[config.mk]
export PLATFORM = sky130hd
export DESIGN_NAME = idct_one_dimensional
export DESIGN_NICKNAME = d
export VERILOG_FILES = /design/src/rtl/idct_pkg.sv /design/src/rtl/idct_coef_rom.sv /design/src/rtl/idct_one_dimensional.sv
export SDC_FILE = /design/constraint.sdc
export NUM_CORES = 2
export LEC_CHECK = 0
export BUFFER_PORTS_ARGS = -buffer_cell sky130_fd_sc_hd__buf_2
export CORE_MARGIN = 2
export CORE_UTILIZATION = 60
export CTS_CLUSTER_SIZE = 14
export DETAILED_ROUTE_END_ITERATION = 8
export GPL_TIMING_DRIVEN = 1
export MAX_ROUTING_LAYER = met4
export PLACE_DENSITY = 0.75
export SETUP_SLACK_MARGIN = 0.02
export SLEW_MARGIN = 10
export SYNTH_ARGS = -nofsm -noshare
export SYNTH_HDL_FRONTEND = slang
export SYNTH_SLANG_ARGS = --single-unit
[constraint.sdc]
create_clock -name sys_clk -period 10.69 [get_ports sys_clk]
set_clock_uncertainty 0.05 [all_clocks]
set_input_delay 2.138 -clock sys_clk [delete_from_list [all_inputs] [get_ports sys_clk]]
set_output_delay 2.138 -clock sys_clk [all_outputs]
set_load 0.02 [all_outputs]
[src/rtl/idct_pkg.sv]
// Shared definitions for the 8-point 1-D inverse DCT: widths, rounding
// constants, the cosine table (scale 2^11) and the output saturation helper.
package idct_pkg;

  localparam int IDCT_IN_W   = 12;
  localparam int IDCT_OUT_W  = 12;
  localparam int IDCT_COEF_W = 12;
  localparam int IDCT_ACC_W  = 28;

  localparam int ROUND_CONST = 1024;
  localparam int ROUND_SHIFT = 11;

  typedef enum logic [1:0] {
    ST_IDLE  = 2'd0,
    ST_MAC   = 2'd1,
    ST_ROUND = 2'd2
  } idct_state_e;

  // IDCT_COEF[n][k] = round(2048 * c(k)/2 * cos((2n+1)k*pi/16))
  localparam int IDCT_COEF [8][8] = '{
    '{724,  1004,  946,   851,  724,   569,  392,   200},
    '{724,   851,  392,  -200, -724, -1004, -946,  -569},
    '{724,   569, -392, -1004, -724,   200,  946,   851},
    '{724,   200, -946,  -569,  724,   851, -392, -1004},
    '{724,  -200, -946,   569,  724,  -851, -392,  1004},
    '{724,  -569, -392,  1004, -724,  -200,  946,  -851},
    '{724,  -851,  392,   200, -724,  1004, -946,   569},
    '{724, -1004,  946,  -851,  724,  -569,  392,  -200}
  };

  // Clamp v into the signed range of an out_w-bit word.
  function automatic longint sat_clip(input longint v, input int out_w);
    longint hi;
    longint lo;
    hi = (longint'(1) <<< (out_w - 1)) - 1;
    lo = -(longint'(1) <<< (out_w - 1));
    if (v > hi)      return hi;
    else if (v < lo) return lo;
    else             return v;
  endfunction

endpackage

[src/rtl/idct_coef_rom.sv]
// Combinational cosine ROM: presents column k of the IDCT matrix,
// coefficient for output n in slice [n*COEF_W +: COEF_W].
module idct_coef_rom
  import idct_pkg::*;
#(
  parameter int COEF_W = IDCT_COEF_W
) (
  input  logic [2:0]          k,
  output logic [8*COEF_W-1:0] coef_col
);

  // Table lookup for all eight rows of the selected column.
  always_comb begin
    coef_col = '0;
    for (int n = 0; n < 8; n++) begin
      coef_col[n*COEF_W +: COEF_W] = COEF_W'(IDCT_COEF[n][k]);
    end
  end

endmodule

[src/rtl/idct_one_dimensional.sv]
// 8-point 1-D inverse DCT. One coefficient X[k] is multiplied against a full
// ROM column each MAC cycle so all eight outputs accumulate in parallel; the
// ROUND cycle rounds, saturates and registers the samples with a data_en pulse.
module idct_one_dimensional
  import idct_pkg::*;
#(
  parameter int IN_W   = IDCT_IN_W,
  parameter int OUT_W  = IDCT_OUT_W,
  parameter int COEF_W = IDCT_COEF_W,
  parameter int ACC_W  = IDCT_ACC_W
) (
  input  logic              sys_clk,
  input  logic              sys_rst_n,
  input  logic              start,
  input  logic [8*IN_W-1:0] idct_data_in,
  output logic [OUT_W-1:0]  idct_data_o_y0,
  output logic [OUT_W-1:0]  idct_data_o_y1,
  output logic [OUT_W-1:0]  idct_data_o_y2,
  output logic [OUT_W-1:0]  idct_data_o_y3,
  output logic [OUT_W-1:0]  idct_data_o_y4,
  output logic [OUT_W-1:0]  idct_data_o_y5,
  output logic [OUT_W-1:0]  idct_data_o_y6,
  output logic [OUT_W-1:0]  idct_data_o_y7,
  output logic              data_en,
  output logic              busy
);

  idct_state_e                    state;
  idct_state_e                    state_nxt;
  logic        [2:0]              k;
  logic        [8*IN_W-1:0]       x_cap;
  logic signed [ACC_W-1:0]        acc [8];
  logic signed [OUT_W-1:0]        y_q [8];
  logic                           data_en_q;
  logic        [8*COEF_W-1:0]     coef_col;
  logic signed [COEF_W-1:0]       coef_n [8];
  logic signed [IN_W-1:0]         x_k;
  logic signed [IN_W+COEF_W-1:0]  prod [8];
  logic                           load;

  // Round half-up with an arithmetic shift, then clamp to OUT_W bits.
  function automatic logic signed [OUT_W-1:0] round_sat(input logic signed [ACC_W-1:0] a);
    logic signed [ACC_W-1:0] rc;
    logic signed [ACC_W-1:0] shifted;
    rc      = ACC_W'(ROUND_CONST);
    shifted = (a + rc) >>> ROUND_SHIFT;
    return OUT_W'(sat_clip(longint'(shifted), OUT_W));
  endfunction

  // A new block is accepted from IDLE, or back-to-back from ROUND.
  assign load = start && ((state == ST_IDLE) || (state == ST_ROUND));

  idct_coef_rom #(.COEF_W(COEF_W)) u_coef_rom (
    .k        (k),
    .coef_col (coef_col)
  );

  // Select X[k] (X0 sits in the MSBs) and form the eight full-precision products.
  always_comb begin
    x_k = x_cap[IN_W*(7 - int'(k)) +: IN_W];
    for (int n = 0; n < 8; n++) begin
      coef_n[n] = coef_col[n*COEF_W +: COEF_W];
      prod[n]   = x_k * coef_n[n];
    end
  end

  // State register.
  always_ff @(posedge sys_clk or negedge sys_rst_n) begin
    if (!sys_rst_n) state <= ST_IDLE;
    else            state <= state_nxt;
  end

  // Next-state logic; start is ignored while accumulating.
  always_comb begin
    state_nxt = state;
    case (state)
      ST_IDLE:  if (start) state_nxt = ST_MAC;
      ST_MAC:   if (k == 3'd7) state_nxt = ST_ROUND;
      ST_ROUND: state_nxt = start ? ST_MAC : ST_IDLE;
      default:  state_nxt = ST_IDLE;
    endcase
  end

  // Output decode.
  always_comb begin
    busy = (state == ST_MAC);
  end

  // Capture, accumulate and output registers; ROUND reads acc before the clear.
  always_ff @(posedge sys_clk or negedge sys_rst_n) begin
    if (!sys_rst_n) begin
      k         <= '0;
      x_cap     <= '0;
      data_en_q <= 1'b0;
      for (int n = 0; n < 8; n++) begin
        acc[n] <= '0;
        y_q[n] <= '0;
      end
    end else begin
      data_en_q <= (state == ST_ROUND);
      if (state == ST_ROUND) begin
        for (int n = 0; n < 8; n++) y_q[n] <= round_sat(acc[n]);
      end
      if (load) begin
        x_cap <= idct_data_in;
        k     <= '0;
        for (int n = 0; n < 8; n++) acc[n] <= '0;
      end else if (state == ST_MAC) begin
        k <= k + 3'd1;
        for (int n = 0; n < 8; n++) acc[n] <= acc[n] + ACC_W'(prod[n]);
      end
    end
  end

  assign data_en        = data_en_q;
  assign idct_data_o_y0 = y_q[0];
  assign idct_data_o_y1 = y_q[1];
  assign idct_data_o_y2 = y_q[2];
  assign idct_data_o_y3 = y_q[3];
  assign idct_data_o_y4 = y_q[4];
  assign idct_data_o_y5 = y_q[5];
  assign idct_data_o_y6 = y_q[6];
  assign idct_data_o_y7 = y_q[7];

endmodule

==> impl_metrics.csv <==
group,metric,value,unit
drt,highest_layer,"met4",
synth,synth_cell_type_count,92,
place,gp_congestion,1.05,
min_path,worstHoldPathCells,2,
drt,wl_met3,23300,um
floorplan,die_x,356,um
drt,vias,57400,
clocking,post-cts-setup-buffer-count,0,
setup_path,crit_required,11290,ps
timing,slew_headroom,20.5,%
setup_path,crit_top_cell,"fa_1",
grt,grt_pass1_wl,368000,um
setup_path,crit_type,"flip-flop to flip-flop",
clocking,htree_levels,2,
run_status,status,"finished clean",
cells_and_area,nets,10200,
setup_path,r2r_slack,690,ps
drt,dr_wl_met2,104000,um
drt,drt-initial-drc-count,5549,
job,drv_cap,0,
drt,final_antenna_net_count,0,
cells_and_area,final_cell_mix,"1,634 x inv_1, 1,407 x fa_1, 1,065 x nand2_1, 663 x nor2_1, 605 x ha_1",
cells_and_area,final_common_cell,"inv_1",
clocking,cts_buffers,54,
setup_path,critPathMaxFanout,29,
floorplan,initial_core_util,60.7,%
synth,synth-seq-cells,422,
timing,timing.final.crit_share,93.6,%
timing,fmax,100,MHz
setup_path,cp-start-kind,"flip-flop",
synth,syn-num-nets,10100,
place,port-buffer-count,196,
setup_path,reg2reg_from,"k[0]$_DFFE_PN0P_",
setup_path,r2r_end,"acc[165]$_DFFE_PN0P_",
grt,antenna_found_initial,5,
synth,async_flop_share,100,%
clocking,ctsResizeCount,0,
floorplan,pin_count,197,
clocking,cts_sinks,422,
min_path,worstHoldPathType,"flip-flop to flip-flop",
cells_and_area,drive_gt1_share,7.12,%
timing,hold_violations,0,
grt,grt_max_degree,142,
timing,slew_violations,0,
clocking,cts_tree,"built",
timing,finalSetupViolCount,0,
synth,synthCells,7993,
setup_path,cp.arrival,10600,ps
floorplan,core.rowCount,128,
grt,grt_pass1_vias,60400,
cells_and_area,fillCellCount,10300,
min_path,hp-start,"idct_data_o_y1[10]$_DFFE_PN0P_",
timing,worst_slew_pin_slew,1190,ps
drt,met1Wirelength,96300,um
clocking,holdBufCountCts,0,
synth,ys_seq_area_share,14.2,%
drt,drc,0,
synth,ys.flop_type,"dfrtp_1",
setup_path,cp_slowest_cell,"fa_1",
synth,postSynthAreaPerCell,9.28,sq um
timing,tns,0,ps
grt,grt_util_all_layers,40.0,%
clocking,cts_buffer_depth,3,
setup_path,slowest_delay,1170,ps
clocking,clkLatencyLatePin,720,ps
drt,routed_wl,236000,um
synth,netlist_area,74200,sq um
clocking,clockRootBuffer,"clkbuf_16",
synth,synth_edf_count,0,
floorplan,coreArea,122000,sq um
setup_path,r2r_cells,28,
cells_and_area,syn2layout_area_growth,6.61,%
drt,via_per_inst,5.89,
timing,layout_min_cycle_time,10000,ps
timing,rsz0062_at_grt,"false",
drt,wl_per_cell,24.2,um
floorplan,fp.dieH,356,um
floorplan,dieArea,126000,sq um
min_path,holdPathEnd,"idct_data_o_y1[10]$_DFFE_PN0P_",
clocking,clk_pin_slew_worst_paths,70,ps
drt,dr.pass1.iters,7,
grt,grt_overflow,0,
place,dp_hpwl,188000,um
setup_path,critPathCaptureType,"flip-flop",
synth,yosys_warnings,0,
[worst max path at each step]
stage                     slack, ps              endpoint  cells past startpoint             start
after floorplan                1550   acc[52]$_DFFE_PN0P_                     33  k[2]$_DFFE_PN0P_
after global placement         1090  acc[165]$_DFFE_PN0P_                     29  k[0]$_DFFE_PN0P_
after detailed placement        910   acc[52]$_DFFE_PN0P_                     24  k[1]$_DFFE_PN0P_
after CTS                       840   acc[52]$_DFFE_PN0P_                     24  k[1]$_DFFE_PN0P_
after global routing            150  acc[165]$_DFFE_PN0P_                     28  k[0]$_DFFE_PN0P_
final                           690  acc[165]$_DFFE_PN0P_                     28  k[0]$_DFFE_PN0P_
[per-stage QoR]
stage | hold WS, ps | setup slack [ps] | instance area, sq um | std cells | utilization (%)
4_1_cts | 425 | 836 | 79000 | 9738 | 64.7
3_3_place_gp | 408 | 1090 | 76900 | 9635 | 62.9
5_1_grt | 454 | 153 | 79100 | 9742 | 64.7
3_5_place_dp | 410 | 909 | 76900 | 9636 | 62.9
6_report | 422 | 685 | 79100 | 9743 | 64.7
2_1_floorplan | 391 | 1550 | 74200 | 7993 | -
[sequential cells by signal, indices dropped and copies added, names as in the netlist, 3 cells and up]
name and flops:
idct_data_o_y5 12, acc 224, idct_data_o_y0 12, k 3, idct_data_o_y4 12, idct_data_o_y1 12
idct_data_o_y2 12, x_cap 96, idct_data_o_y7 12, idct_data_o_y3 12, idct_data_o_y6 12
[per-layer routing]
metal	vias up	global-route usage (%)
li1	25000	-
met1	29200	54.1
met2	2583	58.7
met3	603	9.00
met4	0	16.3
met5	-	-
[logic make-up after synthesis]
logic type | after synthesis | synth area share, %
and+or+nand+nor | 2245 | 12.9
AOI/OAI and AO/OA | 963 | 8.60
adders and majority gates | 2013 | 48.2
DFF | 422 | 14.2
xor gates and xnor gates | 281 | 3.34
buffers and inverters | 1968 | 10.4
muxes | 101 | 2.32
[Yosys cell counts, types with 92 or more instances]
cell type	count	area, sq um
o21ai_0	249	1250
fa_1	1407	28200
buf_2	92	460
clkbuf_1	172	646
inv_1	1636	6140
xnor2_1	197	1730
nand3_1	125	626
dfrtp_1	422	10600
nor2_1	665	2500
nand2_1	1065	4000
a21oi_1	195	976
nand2b_1	97	607
ha_1	606	7580
[area by class of cell]
| cell class | instances | area [sq um] | share of cell area (%) |
|---|---|---|---|
| diodes | 5 | 12.5 | 0.0158 |
| clock buffers | 64 | 1430 | 1.81 |
| clock inverters | 38 | 696 | 0.880 |
| inverters | 1657 | 6220 | 7.87 |
| multi-input cells | 5603 | 56100 | 70.9 |
| flip-flops and latches | 422 | 10600 | 13.4 |
| well taps | 1625 | 2030 | 2.57 |
| repair buffers | 329 | 2040 | 2.58 |
[critical path: cells and delay by family, from the launching register on]
family / cells / cell delay (ps)
AND/OR/NAND/NOR: 4 / 730
XOR/XNOR: 1 / 510
buffers and inverters: 7 / 1730
adder cells (fa/ha/maj): 8 / 4130
AO/OA/AOI/OAI: 8 / 2090
flip-flops: 1 / 660
Power is left out: the tool's default activity adds up to more than one toggle a clock period on the data nets, which glitch-free logic cannot reach.
